$ cat config.mk
export PLATFORM = sky130hd
export DESIGN_NAME = ksa_wide_seq_flat
export DESIGN_NICKNAME = d
export VERILOG_FILES = /design/src/rtl/ksa_seq_pkg.sv /design/src/rtl/ksa_wide_seq_if.sv /design/src/rtl/ksa32.sv /design/src/rtl/ksa_rr_arb.sv /design/src/rtl/ksa_wide_seq.sv /design/src/flat_wrapper.sv
export SDC_FILE = /design/constraint.sdc
export NUM_CORES = 1
export LEC_CHECK = 0
export CAP_MARGIN = 20
export CORE_AREA = 2 2 251 253
export CTS_CLUSTER_SIZE = 28
export DETAILED_ROUTE_END_ITERATION = 10
export DIE_AREA = 0 0 253 255
export PLACE_DENSITY = 0.59
export SYNTH_ARGS = -nofsm -noshare
export SYNTH_HDL_FRONTEND = slang
export SYNTH_SLANG_ARGS = --single-unit
$ cat constraint.sdc
create_clock -name clk -period 3.2 [get_ports clk]
set_input_delay 0.64 -clock clk [delete_from_list [all_inputs] [get_ports clk]]
set_output_delay 0.64 -clock clk [all_outputs]
set_load 0.03 [all_outputs]
$ cat src/rtl/ksa_seq_pkg.sv
`default_nettype none
// ============================================================================
// Module  : ksa_seq_pkg
// Brief   : Shared types and constants for the ksa_wide_seq multi-word adder.
// Revision: 1.0 - initial release
// ============================================================================
package ksa_seq_pkg;

    localparam int c_WORD_W = 32;

    typedef enum logic [1:0] {
        ST_IDLE = 2'd0,
        ST_RUN  = 2'd1,
        ST_DONE = 2'd2
    } state_e;

    // Requester-index width; never narrower than one bit.
    function automatic int idw_f(input int n);
        return (n <= 2) ? 1 : $clog2(n);
    endfunction

endpackage
`default_nettype wire

$ cat src/rtl/ksa_wide_seq_if.sv
`default_nettype none
// ============================================================================
// Module  : ksa_wide_seq_if
// Brief   : Requester/response bundle for ksa_wide_seq. KSA_SEQ_SUB_EN adds
//           the per-requester req_sub bit.
// Revision: 1.0 - initial release
// ============================================================================
import ksa_seq_pkg::*;

interface ksa_wide_seq_if #(
    parameter int WORDS = 4,
    parameter int NREQ  = 2
);
    localparam int W   = c_WORD_W * WORDS;
    localparam int IDW = idw_f(NREQ);

    logic [NREQ-1:0]   req_valid;
    logic [NREQ-1:0]   req_ready;
    logic [NREQ*W-1:0] req_a;
    logic [NREQ*W-1:0] req_b;
    logic [NREQ-1:0]   req_cin;
`ifdef KSA_SEQ_SUB_EN
    logic [NREQ-1:0]   req_sub;
`endif
    logic              rsp_valid;
    logic              rsp_ready;
    logic [IDW-1:0]    rsp_id;
    logic [W-1:0]      rsp_sum;
    logic              rsp_cout;
    logic              busy;

    modport master (
`ifdef KSA_SEQ_SUB_EN
        output req_sub,
`endif
        output req_valid, req_a, req_b, req_cin, rsp_ready,
        input  req_ready, rsp_valid, rsp_id, rsp_sum, rsp_cout, busy
    );

    modport slave (
`ifdef KSA_SEQ_SUB_EN
        input  req_sub,
`endif
        input  req_valid, req_a, req_b, req_cin, rsp_ready,
        output req_ready, rsp_valid, rsp_id, rsp_sum, rsp_cout, busy
    );

endinterface
`default_nettype wire

$ cat src/rtl/ksa32.sv
`default_nettype none
// ============================================================================
// Module  : ksa32
// Brief   : 32-bit Kogge-Stone adder core with carry-in and carry-out.
// Revision: 1.0 - initial release
// ============================================================================
module ksa32 (
    input  wire logic [31:0] i_a,
    input  wire logic [31:0] i_b,
    input  wire logic        i_cin,
    output logic      [31:0] o_sum,
    output logic             o_cout
);

    // Position 0 carries cin as a generate term; bit k of the operands sits at k+1.
    logic [32:0] w_g;
    logic [32:0] w_p;
    logic [32:0] w_gn;
    logic [32:0] w_pn;

    always_comb begin
        w_g = {i_a & i_b, i_cin};
        w_p = {i_a ^ i_b, 1'b0};
        w_gn = w_g;
        w_pn = w_p;
        for (int l = 0; l < 6; l++) begin
            w_gn = w_g;
            w_pn = w_p;
            for (int i = 0; i < 33; i++) begin
                if (i >= (1 << l)) begin
                    w_gn[i] = w_g[i] | (w_p[i] & w_g[i - (1 << l)]);
                    w_pn[i] = w_p[i] & w_p[i - (1 << l)];
                end
            end
            w_g = w_gn;
            w_p = w_pn;
        end
        o_sum  = (i_a ^ i_b) ^ w_g[31:0];
        o_cout = w_g[32];
    end

endmodule
`default_nettype wire

$ cat src/rtl/ksa_rr_arb.sv
`default_nettype none
// ============================================================================
// Module  : ksa_rr_arb
// Brief   : Combinational round-robin picker; search starts after i_last_grant.
// Revision: 1.0 - initial release
// ============================================================================
module ksa_rr_arb #(
    parameter int NREQ = 2,
    parameter int IDW  = 1
) (
    input  wire logic [NREQ-1:0] i_req,
    input  wire logic [IDW-1:0]  i_last_grant,
    output logic      [NREQ-1:0] o_grant,
    output logic      [IDW-1:0]  o_grant_idx
);

    logic w_found;

    always_comb begin
        o_grant     = '0;
        o_grant_idx = '0;
        w_found     = 1'b0;
        for (int k = 1; k <= NREQ; k++) begin
            if (!w_found && i_req[(int'(i_last_grant) + k) % NREQ]) begin
                o_grant[(int'(i_last_grant) + k) % NREQ] = 1'b1;
                o_grant_idx = IDW'((int'(i_last_grant) + k) % NREQ);
                w_found     = 1'b1;
            end
        end
    end

endmodule
`default_nettype wire

$ cat src/rtl/ksa_wide_seq.sv
`default_nettype none
// ============================================================================
// Module  : ksa_wide_seq
// Brief   : Multi-word add sequencer sharing one 32-bit Kogge-Stone slice among
//           NREQ round-robin requesters. KSA_SEQ_SUB_EN enables subtraction.
// Revision: 1.0 - initial release
// ============================================================================
import ksa_seq_pkg::*;

module ksa_wide_seq #(
    parameter int WORDS = 4,
    parameter int NREQ  = 2
) (
    input  wire logic      clk,
    input  wire logic      rst,
    ksa_wide_seq_if.slave  bus
);

    localparam int W   = c_WORD_W * WORDS;
    localparam int IDW = idw_f(NREQ);
    localparam int IXW = $clog2(WORDS);

    localparam logic [1:0] c_ST_IDLE = ST_IDLE;
    localparam logic [1:0] c_ST_RUN  = ST_RUN;
    localparam logic [1:0] c_ST_DONE = ST_DONE;

    logic [1:0]          r_state;
    logic [W-1:0]        r_a;
    logic [W-1:0]        r_b;
    logic [W-1:0]        r_sum;
    logic [IXW-1:0]      r_idx;
    logic                r_carry;
    logic                r_cout;
    logic [IDW-1:0]      r_id;
    logic [IDW-1:0]      r_last;

    logic [NREQ-1:0]     w_grant;
    logic [IDW-1:0]      w_gidx;
    logic                w_idle;
    logic [c_WORD_W-1:0] w_b_word;
    logic                w_cin0;
    logic [c_WORD_W-1:0] w_s;
    logic                w_c;

    ksa_rr_arb #(
        .NREQ (NREQ),
        .IDW  (IDW)
    ) u_arb (
        .i_req        (bus.req_valid),
        .i_last_grant (r_last),
        .o_grant      (w_grant),
        .o_grant_idx  (w_gidx)
    );

`ifdef KSA_SEQ_SUB_EN
    logic r_sub;
    assign w_b_word = r_b[c_WORD_W-1:0] ^ {c_WORD_W{r_sub}};
    assign w_cin0   = bus.req_sub[w_gidx] | bus.req_cin[w_gidx];
`else
    assign w_b_word = r_b[c_WORD_W-1:0];
    assign w_cin0   = bus.req_cin[w_gidx];
`endif

    // Operands shift down one word per RUN cycle so the slice always sees word 0.
    ksa32 u_ksa (
        .i_a    (r_a[c_WORD_W-1:0]),
        .i_b    (w_b_word),
        .i_cin  (r_carry),
        .o_sum  (w_s),
        .o_cout (w_c)
    );

    assign w_idle        = (r_state == c_ST_IDLE);
    assign bus.req_ready = w_idle ? w_grant : '0;
    assign bus.rsp_valid = (r_state == c_ST_DONE);
    assign bus.rsp_id    = r_id;
    assign bus.rsp_sum   = r_sum;
    assign bus.rsp_cout  = r_cout;
    assign bus.busy      = !w_idle;

    always_ff @(posedge clk) begin
        if (rst) begin
            r_state <= c_ST_IDLE;
            r_a     <= '0;
            r_b     <= '0;
            r_sum   <= '0;
            r_idx   <= '0;
            r_carry <= 1'b0;
            r_cout  <= 1'b0;
            r_id    <= '0;
            r_last  <= IDW'(NREQ - 1);
`ifdef KSA_SEQ_SUB_EN
            r_sub   <= 1'b0;
`endif
        end else begin
            case (r_state)
                c_ST_IDLE: begin
                    if (|w_grant) begin
                        r_a     <= bus.req_a[int'(w_gidx)*W +: W];
                        r_b     <= bus.req_b[int'(w_gidx)*W +: W];
                        r_idx   <= '0;
                        r_carry <= w_cin0;
                        r_last  <= w_gidx;
                        r_id    <= w_gidx;
`ifdef KSA_SEQ_SUB_EN
                        r_sub   <= bus.req_sub[w_gidx];
`endif
                        r_state <= c_ST_RUN;
                    end
                end
                c_ST_RUN: begin
                    r_a     <= r_a >> c_WORD_W;
                    r_b     <= r_b >> c_WORD_W;
                    r_sum   <= {w_s, r_sum[W-1:c_WORD_W]};
                    r_carry <= w_c;
                    if (r_idx == IXW'(WORDS - 1)) begin
                        r_cout  <= w_c;
                        r_state <= c_ST_DONE;
                    end else begin
                        r_idx <= r_idx + 1'b1;
                    end
                end
                c_ST_DONE: begin
                    if (bus.rsp_ready) begin
                        r_state <= c_ST_IDLE;
                    end
                end
                default: r_state <= c_ST_IDLE;
            endcase
        end
    end

endmodule
`default_nettype wire

$ cat src/flat_wrapper.sv
// flat-port wrapper written by rule: the top's interface ports become plain ports
module ksa_wide_seq_flat 
#(
    parameter int WORDS = 4,
    parameter int NREQ  = 2
)
  (clk, rst, bus_req_valid, bus_req_a, bus_req_b, bus_req_cin, bus_rsp_ready, bus_req_ready, bus_rsp_valid, bus_rsp_id, bus_rsp_sum, bus_rsp_cout, bus_busy);
  ksa_wide_seq_if #(.WORDS(WORDS), .NREQ(NREQ)) bus_i ();
  input  wire logic clk;
  input  wire logic rst;
  input wire logic [$bits(bus_i.req_valid)-1:0] bus_req_valid;
  input wire logic [$bits(bus_i.req_a)-1:0] bus_req_a;
  input wire logic [$bits(bus_i.req_b)-1:0] bus_req_b;
  input wire logic [$bits(bus_i.req_cin)-1:0] bus_req_cin;
  input wire logic [$bits(bus_i.rsp_ready)-1:0] bus_rsp_ready;
  output wire logic [$bits(bus_i.req_ready)-1:0] bus_req_ready;
  output wire logic [$bits(bus_i.rsp_valid)-1:0] bus_rsp_valid;
  output wire logic [$bits(bus_i.rsp_id)-1:0] bus_rsp_id;
  output wire logic [$bits(bus_i.rsp_sum)-1:0] bus_rsp_sum;
  output wire logic [$bits(bus_i.rsp_cout)-1:0] bus_rsp_cout;
  output wire logic [$bits(bus_i.busy)-1:0] bus_busy;
  assign bus_i.req_valid = bus_req_valid;
  assign bus_i.req_a = bus_req_a;
  assign bus_i.req_b = bus_req_b;
  assign bus_i.req_cin = bus_req_cin;
  assign bus_i.rsp_ready = bus_rsp_ready;
  assign bus_req_ready = bus_i.req_ready;
  assign bus_rsp_valid = bus_i.rsp_valid;
  assign bus_rsp_id = bus_i.rsp_id;
  assign bus_rsp_sum = bus_i.rsp_sum;
  assign bus_rsp_cout = bus_i.rsp_cout;
  assign bus_busy = bus_i.busy;
  ksa_wide_seq #(.WORDS(WORDS), .NREQ(NREQ)) u_core (.clk(clk), .rst(rst), .bus(bus_i));
endmodule
Yosys cells after proc, flatten, opt, wreduce, memory -nomap -nowiden
Cells that the tools add are included.
{ "word_totals": {"ff_bits": 392, "in_bits": 519, "wordCells": 449} }
{ "classes": {"n_addsub": 3, "magnitude_cmp": 5, "n_eq_ne": 7, "shifts": 2, "muxes": 31, "bitwise_logic": 379, "reduce_logical": 13} }
{ "op_table": {"columns": ["cell", "n"], "rows": [
  ["case mux 128 bit (2 select lines)", 2],
  ["indexed part select 256 x 9 -> 128 bit", 2],
  ["two-way mux 128 bit", 2],
  ["AND 1 bit", 238],
  ["OR 1 bit", 135],
  ["XOR 32 bit", 2],
  ["AND 32 bit", 1],
  ["two-way mux 2 bit", 8],
  ["two-way mux 1 bit", 14],
  ["< comparator 2 x 3 -> 1 bit (second input constant)", 2],
  ["!= test 2 bit (second input constant)", 3],
  ["case mux 2 bit (3 select lines)", 1],
  ["AND reduction 2 bit", 3],
  ["AND reduction 3 bit", 2],
  ["equality test 2 bit (second input constant)", 2],
  [">= comparator 2 x 1 -> 1 bit (second input constant)", 2],
  ["case mux 2 bit (2 select lines)", 1],
  ["logical AND 1 bit", 3],
  ["adder 1 bit (second input constant)", 2],
  ["adder 2 x 1 -> 2 bit (second input constant)", 1],
  ["AND 1 bit (first input constant)", 2],
  ["demux 1 bit (select 1 bit)", 2],
  ["equality test 2 x 1 -> 1 bit (second input constant)", 1],
  ["logical NOT 1 bit", 2],
  ["7 further kinds", 7]
]} }

Logic depth before layout (Yosys ltp)
Gate-level depths: netlist (run 1).
{ "logic_depth": {"depth_word": 13, "ltp_mapped": 10} }

Hierarchy
From an unflattened synthesis (run 1), not the netlist that was laid out.
{ "unflattened": {"cells_unflattened": 2282, "hier_area_um2": 20011.7} }
{ "by_module_without_submodules": {"columns": ["mod", "n_inst", "cells_each", "area_per_inst_um2"], "rows": [
  ["ksa_wide_seq", 1, 2039, 18218.7],
  ["ksa32", 1, 239, 1766.7],
  ["ksa_rr_arb", 1, 4, 26.3]
]} }

Least setup slack after synthesis (run 1)
Ideal clock, no wire load.
{ "synth_timing": {"path_kind": "input to output", "start": "in bus_req_valid[0]", "end": "out bus_req_ready[1]", "arrival_time_ps": 1857, "required_ps": 2560, "path_slack_ps": 703, "cell_stages": 7, "n_path_buf": 3, "cell_sequence": "nand2_1 and2_1 clkbuf_1 clkbuf_1 buf_1 nand2_1 inv_1"} }
{ "synth_between": {"elab_chain_len": 8, "word_cells_on_any_way": 13, "cone_classes": "10 x mux; 1 x bitwise; 2 x reduce/logical"} }
{ "synth_rtl": {"columns": ["item", "line", "source"], "rows": [
  ["start: declaration", "flat_wrapper.sv:11", "input wire logic [$bits(bus_i.req_valid)-1:0] bus_req_valid;"],
  ["two-way mux 1 bit (implied by the code) (3 in a row)", "ksa_rr_arb.sv:24", "if (!w_found && i_req[(int'(i_last_grant) + k) % NREQ]) begin"],
  ["two-way mux 1 bit", "ksa_rr_arb.sv:24", null],
  ["logical NOT 1 bit", "ksa_rr_arb.sv:24", null],
  ["logical AND 1 bit", "ksa_rr_arb.sv:24", null],
  ["two-way mux 2 bit (*)", "ksa_rr_arb.sv:24", null],
  ["two-way mux 2 bit (*)", "ksa_wide_seq.sv:74", "assign bus.req_ready = w_idle ? w_grant : '0;"],
  ["end: declaration", "flat_wrapper.sv:16", "output wire logic [$bits(bus_i.req_ready)-1:0] bus_req_ready;"]
]} }
Mark *: on every way between the ends. The rest lies on a longest branch, timed or not. The select of a mux whose other input is x is not followed.

Final worst setup path (run 1)
{ "layout_timing": {"start": "reg u_core.r_carry", "end": "reg u_core.r_sum[125] (netlist: u_core.bus.rsp_sum[125])"} }
{ "layout_between": {"elab_chain_len": 9} }
{ "layout_rtl": {"columns": ["item", "line", "source"], "rows": [
  ["start: declaration", "ksa_wide_seq.sv:32", "logic r_carry;"],
  ["start signal: assignment", "ksa_wide_seq.sv:102", "r_carry <= w_cin0;"],
  ["start signal: assignment", "ksa_wide_seq.sv:115", "r_carry <= w_c;"],
  ["AND 1 bit", "ksa32.sv:31", "w_gn[i] = w_g[i] | (w_p[i] & w_g[i - (1 << l)]);"],
  ["OR 1 bit", "ksa32.sv:31", null],
  ["AND 1 bit", "ksa32.sv:31", null],
  ["OR 1 bit", "ksa32.sv:31", null],
  ["AND 1 bit", "ksa32.sv:31", null],
  ["OR 1 bit", "ksa32.sv:31", null],
  ["AND 1 bit", "ksa32.sv:31", null],
  ["OR 1 bit", "ksa32.sv:31", null],
  ["XOR 32 bit", "ksa32.sv:38", "o_sum = (i_a ^ i_b) ^ w_g[31:0];"],
  ["end signal: assignment", "ksa_wide_seq.sv:114", "r_sum <= {w_s, r_sum[W-1:c_WORD_W]};"],
  ["end: declaration", "ksa_wide_seq.sv:30", "logic [W-1:0] r_sum;"]
]} }
No other way between the ends.
A chain may end at the register's enable or synchronous reset.

==> metrics.cfg, run 1 <==
[floorplan]
die_w_um=253
fp.coreArea_um2=62200
fp.dieH_um=255
num_io_pins=653
rows=92
start_util_pct=29.3
dieArea_um2=64500

[clock_tree]
numClockSinks=392
path_clk_slew_ns=0.06
cts_root_buf=clkbuf_16
cts_setup_buffers=0
holdBufCountCts=0
htree_num_levels=2
clk_latency_ns=0.57
cts_tree=yes
clk_path_buf_depth=3
cts_buffers=45
cts_resized=0

[sta]
period_minus_slack_ns=2.90
hold_viol_final=0
worst_hold_slack_ns=0.383
tightest_slew_ns=0.891
rsz0062_at_grt=no
maxSlewHeadroom_pct=40.6
timing.setup.tns_ns=0
period_share_pct=90.7
fin_ws_ns=0.299
finalMaxSlewViolations=0
fin_skew_ns=0.0232
maxClockFrequency_ghz=0.345
setup_viol=0

[synth]
synth_warnings=0
synth-simple-area-share_pct=23.3
ys_types=50
synth_xor_area_share_pct=1.06
syn_nets=3030
synth-main-ff-cell=dfxtp_1
synthAdderAreaFrac_pct=2.37
synth_compound_area_share_pct=25.6
synthArstFlopShare_pct=0
synth_edf_count=0
synth_area_um2=18200
synth_mux_area_share_pct=0
synthCells=2477
avgSynthCellArea_um2=7.37
yosysSeqAreaShare_pct=43.0
ys_seq_elements=392
synth_top_family_by_area=compound AO/OA/AOI/OAI gates

[global_routing]
grt_overflow=0
track_usage_pct=23.2
grt_pass1_vias=19400
grt_max_degree=187
grt_pass1_wl_mm=115
antenna_found_initial=8

[job]
maxCapViolCount=0

[route]
drt-pass1-iter-count=5
routedWlPerCell_um=20.2
drc=0
vias=19900
postRouteAntennaNets=0
drt_iter0_drc=1507
drt_wl_total_mm=77.8
viasPerCell=5.17

[placement]
dp_slack_ns=0.329
dpl_cell_area_um2=25600
buffer_ports.inserted=652
dp_cells=3769
dpl.hpwl_mm=58.6
routabilityCongestion=0.892

[power]
ir_drop_uv=310
powerDensity_nw_per_um2=516
power.total_mw=14.0
p_leak_nw=10.3

[hold_path]
min-delay-start=rst
min_path_cells=2
whs_endpoint=u_core.bus.rsp_sum[57]
min_path_type=in -> reg

[layout]
final_cell_count_no_fill=3857
fin_nets=3570
fin_util_pct=43.8
drive_above_1_share_pct=4.62
fillers=6241
finalInstanceArea_um2=27200
area_growth_pct=49.1

[worst_setup_path]
r2r_setup_slack_ns=0.30
worst_setup_path_start_kind=flip-flop
endpoint_kind=flip-flop
critPathRequiredTime_ns=3.68
critPathMaxFanout=4
cp.arrival_ns=3.38
r2r_cells=10
r2r_end=u_core.bus.rsp_sum[125]
r2r-start=u_core.r_carry
crit_type=reg -> reg

[run_status]
status=finished clean

[worst max-delay path by stage]
stage | start | to | slack (ns) | cells after the start
4_1_cts | u_core.r_carry | u_core.bus.rsp_sum[125] | 0.30 | 10
5_1_grt | u_core.r_carry | u_core.bus.rsp_sum[125] | 0.13 | 10
3_5_place_dp | u_core.r_carry | u_core.bus.rsp_sum[125] | 0.33 | 10
2_1_floorplan | bus_req_valid[0] | bus_req_ready[1] | 0.70 | 7
6_report | u_core.r_carry | u_core.bus.rsp_sum[125] | 0.30 | 10
3_3_place_gp | u_core.r_carry | u_core.bus.rsp_sum[125] | 0.30 | 10
[sequential cells by signal, summed over array words and instances, names as in the netlist]
name                 flops
u_core.r_carry           1
u_core.r_state           2
u_core.r_last            1
u_core.bus.rsp_sum     128
u_core.r_idx             2
u_core.r_b             128
u_core.bus.rsp_cout      1
u_core.r_a             128
u_core.bus.rsp_id        1
[critical path, cell delays in order, from the launching register on]
cell and delay, ns:
dfxtp_1 0.43, inv_1 0.10, fa_1 0.44, and2b_1 0.24, o2111ai_1 0.15, a211oi_1 0.27, nor2_1 0.10, o21ai_0 0.44
a31oi_1 0.25, o21a_1 0.23, o211ai_1 0.16
[cells in the mapped netlist (all sizes together) (2+ instances only)]
library cell	number	area, um2
a211oi	7	52.6
a21o	16	120
a21oi	348	1750
a221o	2	20.0
a221oi	193	1700
a311oi	60	526
a31oi	12	75.1
a41oi	2	17.5
and2	5	31.3
and3	2	12.5
buf	20	75.1
clkbuf	192	721
dfxtp	392	7850
ha	33	413
inv	12	45.0
nand2	776	2910
nand2b	5	31.3
nand3	7	35.0
nand3b	3	22.5
nand4	6	37.5
nor2	285	1070
nor2b	5	31.3
nor3	3	15.0
o211ai	8	70.1
o21a	9	67.6
o21ai	30	150
o21bai	3	22.5
or3	3	18.8
xnor2	8	70.1
xor2	14	123
[layer usage]
metal  share of wire [%]  global-route usage [%]  vias up
met1                  43                    29.3     9364
met5                   0                       0        -
met4                 3.3                    8.77        0
met2                  48                    39.6      697
met3                 5.8                    3.78      119
li1                    -                       -     9743
[cells in the final DEF (no fill, tap or decap), types with 4 or more instances in the layout]
| cell | n |
|---|---|
| a211oi_1 | 7 |
| a21o_1 | 16 |
| a21oi_1 | 347 |
| a221oi_1 | 192 |
| a311oi_1 | 60 |
| a31oi_1 | 12 |
| and2_1 | 4 |
| buf_12 | 16 |
| buf_4 | 38 |
| bufinv_16 | 6 |
| clkbuf_1 | 9 |
| clkbuf_16 | 46 |
| clkbuf_8 | 10 |
| clkdlybuf4s50_1 | 650 |
| clkinv_2 | 9 |
| dfxtp_1 | 392 |
| diode_2 | 7 |
| ha_1 | 33 |
| inv_1 | 12 |
| nand2_1 | 775 |
| nand3_1 | 7 |
| nand4_1 | 6 |
| nor2_1 | 283 |
| nor2b_1 | 4 |
| o211ai_1 | 6 |
| o21a_1 | 9 |
| o21ai_0 | 28 |
| xnor2_1 | 8 |
| xor2_1 | 14 |
[area by class of cell]
cell class                 instances  area, um2  area share (%)
clock inverter                    16        241           0.887
multi-input combinational       1861       9610            35.3
sequential                       392       7850            28.8
timing repair buffer             705       7130            26.2
antenna                            7       17.5          0.0644
clock buffer                      65       1320            4.86
tap                              799       1000            3.67
inverter                          12       45.0           0.166
[where the power goes]
group	total [mW]	internal [mW]	switching (mW)	leakage, nW
logic	3.03	1.37	1.66	6.31
registers	5.59	5.25	0.331	3.21
clock network	5.42	3.35	2.07	0.776
[cell families (layout without fill, tap and decap cells)]
family / after synthesis / in the layout
compound gates: 700 / 700
simple gates: 1105 / 1105
other cells: 0 / 7
fa+ha+maj: 34 / 34
buf+inv: 224 / 798
flops: 392 / 392
xor+xnor: 22 / 22
(Power assumes the default switching activity.)
==> run 2, diff against run 1 <==
--- a/config.mk
+++ b/config.mk
@@ -5,7 +5,7 @@
 export SDC_FILE = /design/constraint.sdc
 export NUM_CORES = 1
 export LEC_CHECK = 0
-export CAP_MARGIN = 20
+export CAP_MARGIN = 25
 export CORE_AREA = 2 2 251 253
 export CTS_CLUSTER_SIZE = 28
 export DETAILED_ROUTE_END_ITERATION = 10
==> results of run 2 <==
Same layout as run 1: the final DEF is identical, and so are final timing and power.
